===== config.mk =====
export PLATFORM = sky130hd
export DESIGN_NAME = rnn_hstate_argmax
export DESIGN_NICKNAME = d
export VERILOG_FILES = /design/src/rtl/rnn_pkg.sv /design/src/rtl/rnn_res_fifo.sv /design/src/rtl/rnn_hstate_argmax.sv
export SDC_FILE = /design/constraint.sdc
export NUM_CORES = 1
export LEC_CHECK = 0
export CORE_UTILIZATION = 40
export DETAILED_ROUTE_END_ITERATION = 16
export PLACE_DENSITY_LB_ADDON = 0.12
export SYNTH_ARGS = -nofsm -noshare
export SYNTH_HDL_FRONTEND = slang
export SYNTH_SLANG_ARGS = --single-unit
export TNS_END_PERCENT = 100

===== constraint.sdc =====
create_clock -name clk -period 6.7 [get_ports clk]
set_input_delay 1.34 -clock clk [delete_from_list [all_inputs] [get_ports clk]]
set_output_delay 1.34 -clock clk [all_outputs]
set_load 0.01 [all_outputs]

===== src/rtl/rnn_pkg.sv =====
// Shared types and constants for the RNN hidden-state monitor path.
// RNN_HMON_SUM_EN widens the result record with a running sum.
package rnn_pkg;

    localparam logic [2:0] MSEL_HWRITE = 3'b101;
    localparam int H_W    = 20;
    localparam int T_W    = 11;
    localparam int HIDX_W = 6;
    localparam int SUM_W  = 26;

    typedef enum logic {
        IDLE,
        ACC
    } state_t;

    typedef struct packed {
        logic [T_W-1:0]           t;
        logic [HIDX_W-1:0]        idx;
        logic signed [H_W-1:0]    max;
`ifdef RNN_HMON_SUM_EN
        logic signed [SUM_W-1:0]  sum;
`endif
    } res_t;

    function automatic logic signed [SUM_W-1:0] sext_h(input logic signed [H_W-1:0] v);
        return {{(SUM_W-H_W){v[H_W-1]}}, v};
    endfunction

endpackage


===== src/rtl/rnn_res_fifo.sv =====
// First-word fall-through result FIFO; the head (or the last popped word when
// empty) is always visible on dout. Push and pop may coincide, including when full.
module rnn_res_fifo #(
    parameter int DEPTH = 4,
    parameter int WIDTH = 37
) (
    input  logic             clk,
    input  logic             reset,
    input  logic             push,
    input  logic [WIDTH-1:0] din,
    input  logic             pop,
    output logic [WIDTH-1:0] dout,
    output logic             valid,
    output logic             full
);

    localparam int AW = (DEPTH > 1) ? $clog2(DEPTH) : 1;

    logic [WIDTH-1:0] mem [DEPTH];
    logic [AW-1:0]    wr_ptr_reg;
    logic [AW-1:0]    rd_ptr_reg;
    logic [AW:0]      count_reg;
    logic [WIDTH-1:0] hold_reg;
    logic             empty;
    logic             push_ok;
    logic             pop_ok;

    assign empty   = (count_reg == '0);
    assign full    = (count_reg == (AW+1)'(DEPTH));
    assign valid   = !empty;
    assign pop_ok  = pop && !empty;
    // A full FIFO still accepts a push when the head leaves in the same cycle.
    assign push_ok = push && (!full || pop_ok);
    assign dout    = empty ? hold_reg : mem[rd_ptr_reg];

    always_ff @(posedge clk) begin
        if (push_ok) begin
            mem[wr_ptr_reg] <= din;
        end
    end

    always_ff @(posedge clk) begin
        if (!reset) begin
            wr_ptr_reg <= '0;
            rd_ptr_reg <= '0;
            count_reg  <= '0;
            hold_reg   <= '0;
        end else begin
            if (push_ok) begin
                wr_ptr_reg <= wr_ptr_reg + AW'(1);
            end
            if (pop_ok) begin
                rd_ptr_reg <= rd_ptr_reg + AW'(1);
                hold_reg   <= mem[rd_ptr_reg];
            end
            case ({push_ok, pop_ok})
                2'b10:   count_reg <= count_reg + (AW+1)'(1);
                2'b01:   count_reg <= count_reg - (AW+1)'(1);
                default: count_reg <= count_reg;
            endcase
        end
    end

endmodule


===== src/rtl/rnn_hstate_argmax.sv =====
// Snoops RNN hidden-state writes and queues per-timestep {t, argmax, max} results.
// Define RNN_HMON_SUM_EN to also accumulate and report the 64-value sum.
module rnn_hstate_argmax
    import rnn_pkg::*;
#(
    parameter int DEPTH    = 4,
    parameter int N_HIDDEN = 64
) (
    input  logic                    clk,
    input  logic                    reset,
    input  logic                    mce,
    input  logic [2:0]              msel,
    input  logic [16:0]             maddr,
    input  logic [H_W-1:0]          mdata_w,
    output logic                    o_valid,
    input  logic                    o_ready,
    output logic [T_W-1:0]          o_t,
    output logic [HIDX_W-1:0]       o_idx,
    output logic [H_W-1:0]          o_max,
    output logic [SUM_W-1:0]        o_sum,
    output logic                    ovf,
    output logic                    seq_err,
    output logic [T_W-1:0]          n_done
);

    localparam logic [HIDX_W-1:0] H_LAST = HIDX_W'(N_HIDDEN - 1);

    state_t                  state_reg, state_next;
    logic signed [H_W-1:0]   max_reg, max_next;
    logic [HIDX_W-1:0]       idx_reg, idx_next;
    logic [T_W-1:0]          cur_t_reg, cur_t_next;
    logic [HIDX_W-1:0]       exp_h_reg, exp_h_next;
    logic                    seq_err_reg, seq_err_next;
    logic                    pend_valid_reg, pend_valid_next;
    res_t                    pend_data_reg, pend_data_next;
    logic                    ovf_reg;
    logic [T_W-1:0]          n_done_reg;
`ifdef RNN_HMON_SUM_EN
    logic signed [SUM_W-1:0] sum_reg, sum_next;
    logic signed [SUM_W-1:0] sum_acc;
`endif

    logic                    ev;
    logic [T_W-1:0]          ev_t;
    logic [HIDX_W-1:0]       ev_h;
    logic signed [H_W-1:0]   ev_d;
    logic                    take;
    logic signed [H_W-1:0]   cand_max;
    logic [HIDX_W-1:0]       cand_idx;

    res_t                    head;
    logic                    fifo_full;
    logic                    pop;

    assign ev       = mce && (msel == MSEL_HWRITE);
    assign ev_t     = maddr[16:6];
    assign ev_h     = maddr[5:0];
    assign ev_d     = mdata_w;
    // Strict compare: an equal value never displaces the earlier index.
    assign take     = (ev_d > max_reg);
    assign cand_max = take ? ev_d : max_reg;
    assign cand_idx = take ? ev_h : idx_reg;
`ifdef RNN_HMON_SUM_EN
    assign sum_acc  = sum_reg + sext_h(ev_d);
`endif

    always_comb begin
        state_next      = state_reg;
        max_next        = max_reg;
        idx_next        = idx_reg;
        cur_t_next      = cur_t_reg;
        exp_h_next      = exp_h_reg;
        seq_err_next    = seq_err_reg;
        pend_valid_next = 1'b0;
        pend_data_next  = pend_data_reg;
`ifdef RNN_HMON_SUM_EN
        sum_next        = sum_reg;
`endif
        case (state_reg)
            IDLE: begin
                if (ev) begin
                    if (ev_h == '0) begin
                        max_next   = ev_d;
                        idx_next   = '0;
                        cur_t_next = ev_t;
                        exp_h_next = HIDX_W'(1);
`ifdef RNN_HMON_SUM_EN
                        sum_next   = sext_h(ev_d);
`endif
                        state_next = ACC;
                    end else begin
                        seq_err_next = 1'b1;
                    end
                end
            end
            ACC: begin
                if (ev) begin
                    if (ev_h == exp_h_reg && ev_t == cur_t_reg) begin
                        max_next = cand_max;
                        idx_next = cand_idx;
`ifdef RNN_HMON_SUM_EN
                        sum_next = sum_acc;
`endif
                        if (ev_h == H_LAST) begin
                            // Result is latched here so the next vector can start at once.
                            pend_valid_next    = 1'b1;
                            pend_data_next.t   = cur_t_reg;
                            pend_data_next.idx = cand_idx;
                            pend_data_next.max = cand_max;
`ifdef RNN_HMON_SUM_EN
                            pend_data_next.sum = sum_acc;
`endif
                            state_next = IDLE;
                        end else begin
                            exp_h_next = exp_h_reg + HIDX_W'(1);
                        end
                    end else if (ev_h == '0) begin
                        seq_err_next = 1'b1;
                        max_next     = ev_d;
                        idx_next     = '0;
                        cur_t_next   = ev_t;
                        exp_h_next   = HIDX_W'(1);
`ifdef RNN_HMON_SUM_EN
                        sum_next     = sext_h(ev_d);
`endif
                    end else begin
                        seq_err_next = 1'b1;
                        state_next   = IDLE;
                    end
                end
            end
            default: state_next = IDLE;
        endcase
    end

    always_ff @(posedge clk) begin
        if (!reset) begin
            state_reg      <= IDLE;
            max_reg        <= '0;
            idx_reg        <= '0;
            cur_t_reg      <= '0;
            exp_h_reg      <= '0;
            seq_err_reg    <= 1'b0;
            pend_valid_reg <= 1'b0;
            pend_data_reg  <= '0;
            ovf_reg        <= 1'b0;
            n_done_reg     <= '0;
`ifdef RNN_HMON_SUM_EN
            sum_reg        <= '0;
`endif
        end else begin
            state_reg      <= state_next;
            max_reg        <= max_next;
            idx_reg        <= idx_next;
            cur_t_reg      <= cur_t_next;
            exp_h_reg      <= exp_h_next;
            seq_err_reg    <= seq_err_next;
            pend_valid_reg <= pend_valid_next;
            pend_data_reg  <= pend_data_next;
            if (pend_valid_reg) begin
                n_done_reg <= n_done_reg + T_W'(1);
            end
            if (pend_valid_reg && fifo_full && !pop) begin
                ovf_reg <= 1'b1;
            end
`ifdef RNN_HMON_SUM_EN
            sum_reg        <= sum_next;
`endif
        end
    end

    assign pop = o_valid && o_ready;

    rnn_res_fifo #(
        .DEPTH (DEPTH),
        .WIDTH ($bits(res_t))
    ) u_fifo (
        .clk   (clk),
        .reset (reset),
        .push  (pend_valid_reg),
        .din   (pend_data_reg),
        .pop   (pop),
        .dout  (head),
        .valid (o_valid),
        .full  (fifo_full)
    );

    assign o_t     = head.t;
    assign o_idx   = head.idx;
    assign o_max   = head.max;
`ifdef RNN_HMON_SUM_EN
    assign o_sum   = head.sum;
`else
    assign o_sum   = '0;
`endif
    assign ovf     = ovf_reg;
    assign seq_err = seq_err_reg;
    assign n_done  = n_done_reg;

endmodule


==> reports/qor.txt <==
Status - completed
Num ports - 121
Final setup viols - 0
Clock transition at path regs - 0.06 ns
Number of flip-flops in the largest register - 148
Startpoint Class - flop
PD cells - 244.9 nW/um^2
Top cell type's share of synthesized area - 35.85%
Crit-path max FO - 20
Sequential fraction of the synthesis area - 58.61%
Nets - 1,121
Hold_ws - 0.4604 ns
Clock Latency Late Sink - 0.55 ns
FF-to-FF setup slack - 3.37 ns
Clock share of power - 45.2%
Longest Clk Path Bufs - 3
Combinational share of power - 3.2%
Post-Route WL - 25,360 um
Area delta synth->final - 17.39%
Crit. End Element - primary output
Slowest stage cell, crit path - dfxtp_1
Async S/R FF share, synth - 0%
RSZ-0062 raised after global routing - false
Rows - 64
Final Hold Viols - 0
Postcts setup bufs - 0
Vias per std cell - 5.025
Via count - 7,382
DRT iter0 DRCs - 494
Post-synth cell types - 55
Core ar. - 30,510 um^2
VDD IR max - 0.2001 mV
Post-synth EDFFs - 148
Die Wd - 178.1 um
Pin count of the biggest net entering global routing - 83
Worst clock skew - 0.01895 ns
Number of synthesized register bits - 289
Critical path, cell by cell - buf_4 > mux4_2 > mux2_2 > clkdlybuf4s50_1
Hold Crit Depth - 2
Yosys top cell by area - edfxtp_1
Main synth FF type - edfxtp_1
Grt met3 use - 2.046%
Fin crit share - 68.38%
Cell internal pwr - 2.833 mW
DP Area - 13,590 um^2
GRT busiest layer - met2
Die height - 178.1 um
Antenna diode count - 0
Crit Path Class - reg2out
Fin. max-slew vios - 0
Worst EP arrival - 3.24 ns
Initial Util - 40.64%
Reg-to-Reg Start - max_reg[19]
Hold endpoint - u_fifo.hold_reg[25]
Max cap viols - 0
Die Area - 31,700 um^2
Slew @ Worst Pin - 1.138 ns
DRC Markers - 0
Mapped Area - 12,400 um^2
Grt total ovfl - 0
Post-route minimum period - 4.581 ns
Clk sinks - 289
Initial antenna violation count - 0
TNS Setup - 0 ns
FMAX - 218.3 MHz
Antenna Nets Post-Route - 0
CTS Hold Bufs - 0
Total track usage - 16.29%
H-tree lvl count - 1
Share of post-route cells with drive strength above 1 - 14.82%
Reg2Reg Capture Point - max_reg[15]
Cell area after layout - 14,550 um^2
Cells after synthesis - 965
Leakage power - 5.418 nW
Switching Power - 0.7313 mW
Dominant cells by area after synthesis - edfxtp_1 (36%), dfxtp_1 (23%), mux4_2 (6.7%)
PnR Total Power - 3.565 mW
Worst path required time - 5.36 ns
TritonCTS Buffers - 31
First-pass GRT wire length - 40,200 um
Worst Reg-to-Reg Cells - 9
Clock root buffer - clkbuf_16
Syn. warnings - 0
Gp weighted congestion - 0.8379
Cts repair resizes - 0
CP max stage delay - 1.07 ns
Buffers on Ports - 94
Sw frac - 20.52%
Worst hold path class - reg2reg
HPWL Detailed - 15,780 um
Min-delay src - u_fifo.hold_reg[25]
Relative slew slack - 24.01%
Mapped Avg Cell Area - 12.85 um^2
Sequential share of power - 51.7%
Initial DRT Pass Iterations - 5
CTS tree - yes
Number of global-route vias before repair - 7,120
Routed len/inst - 17.26 um
Met2 usage - 25.13%
M1 GR Usage - 24.15%
stage by stage:
stage                     std cells  utilization, %  setup WS, ns
final                          1469           47.70         2.119
after floorplan                 990               -         3.134
after global placement         1412           44.53         1.927
after CTS                      1469           47.70         1.977
after detailed placement       1412           44.53         1.899
after global routing           1469           47.70         1.916
worst max-delay path, delay by kind of cell (launching register included):
family                 cells  cell delay (ns)
buffers and inverters      2             0.93
muxes                      2             0.69
DFF                        1             1.07
routing by layer:
metal  wire (um)  up-vias
met2       11200      157
met1       12730     3539
met5           0        -
met4         425        0
li1            -     3649
met3        1006       37
synthesized netlist by cell type (17+ instances only):
library cell and n:
xnor2_1 25, a21oi_1 36, a21boi_0 51, clkbuf_1 41, mux2i_1 35, inv_1 27, ha_1 27, dfxtp_1 141
buf_4 27, nand2_1 125, nor2b_1 17, o221a_2 17, mux4_2 37, o21ai_0 32, mux2_2 37, edfxtp_1 148
and2_1 24
cells in the final DEF, fill, tap and decap left out, types with 3 or more instances in the layout:
cell type        netlist  layout
nor2_1                16      15
mux4_2                37      37
or4_1                  3       3
nand4_1               13      13
clkbuf_1              41       8
dfxtp_1              141     140
nor3_1                 5       4
mux2_2                37      37
nor2b_1               17      17
xor2_1                 8       8
clkbuf_8               0       3
and3_1                 6       6
edfxtp_1             148     148
a21oi_1               36      36
nand2_1              125     125
inv_1                 27      27
o21a_1                 3       3
conb_1                 1      26
and2_1                24      24
clkinv_1               0       5
o211a_1                3       3
o22ai_1                6       6
clkinv_2               0       6
o21ai_0               32      32
clkbuf_16              0      32
buf_4                 27      11
nand3_1               10      10
o221a_2               17      17
o221a_1                3       3
and4_1                 3       3
ha_1                  27      27
mux2i_1               35      35
clkdlybuf4s50_1        0      93
a21boi_0              51      51
xnor2_1               25      25
area by class of cell:
| type | count | area (um^2) |
|---|---|---|
| timing repair buffer | 104 | 1013 |
| fill | 2730 | 15960 |
| clock inverter | 14 | 95.09 |
| inverter | 27 | 101.3 |
| multi-input combinational | 596 | 4706 |
| sequential | 289 | 7271 |
| tap | 396 | 495.5 |
| clock buffer | 43 | 872.1 |
cells by family after synthesis:
| group | share of synthesized area, % |
|---|---|
| XOR/XNOR | 2.331 |
| other | 0.03025 |
| adder cells (fa/ha/maj) | 2.886 |
| AND/OR/NAND/NOR | 9.527 |
| buffers and inverters | 4.259 |
| multiplexers | 12.91 |
| AO/OA/AOI/OAI | 9.446 |
| flip-flops | 58.61 |
power groups by stage:
stage | clock, mW | combinational [mW] | sequential [mW]
after floorplan | 0 | 0.0752 | 1.88
after global placement | 0 | 0.115 | 1.88
after detailed placement | 0 | 0.114 | 1.88
after CTS | 1.65 | 0.114 | 1.84
after global routing | 1.73 | 0.125 | 1.84
final | 1.61 | 0.113 | 1.84
worst max path at each step:
stage / to / slack, ns / cells past startpoint
2_1_floorplan: max_reg[10] / 3.13 / 9
3_3_place_gp: max_reg[15] / 1.93 / 9
3_5_place_dp: max_reg[15] / 1.90 / 9
4_1_cts: o_t[10] / 1.98 / 4
5_1_grt: o_max[1] / 1.92 / 4
6_report: o_max[1] / 2.12 / 4
No activity file was read; power rests on OpenSTA's default activity.
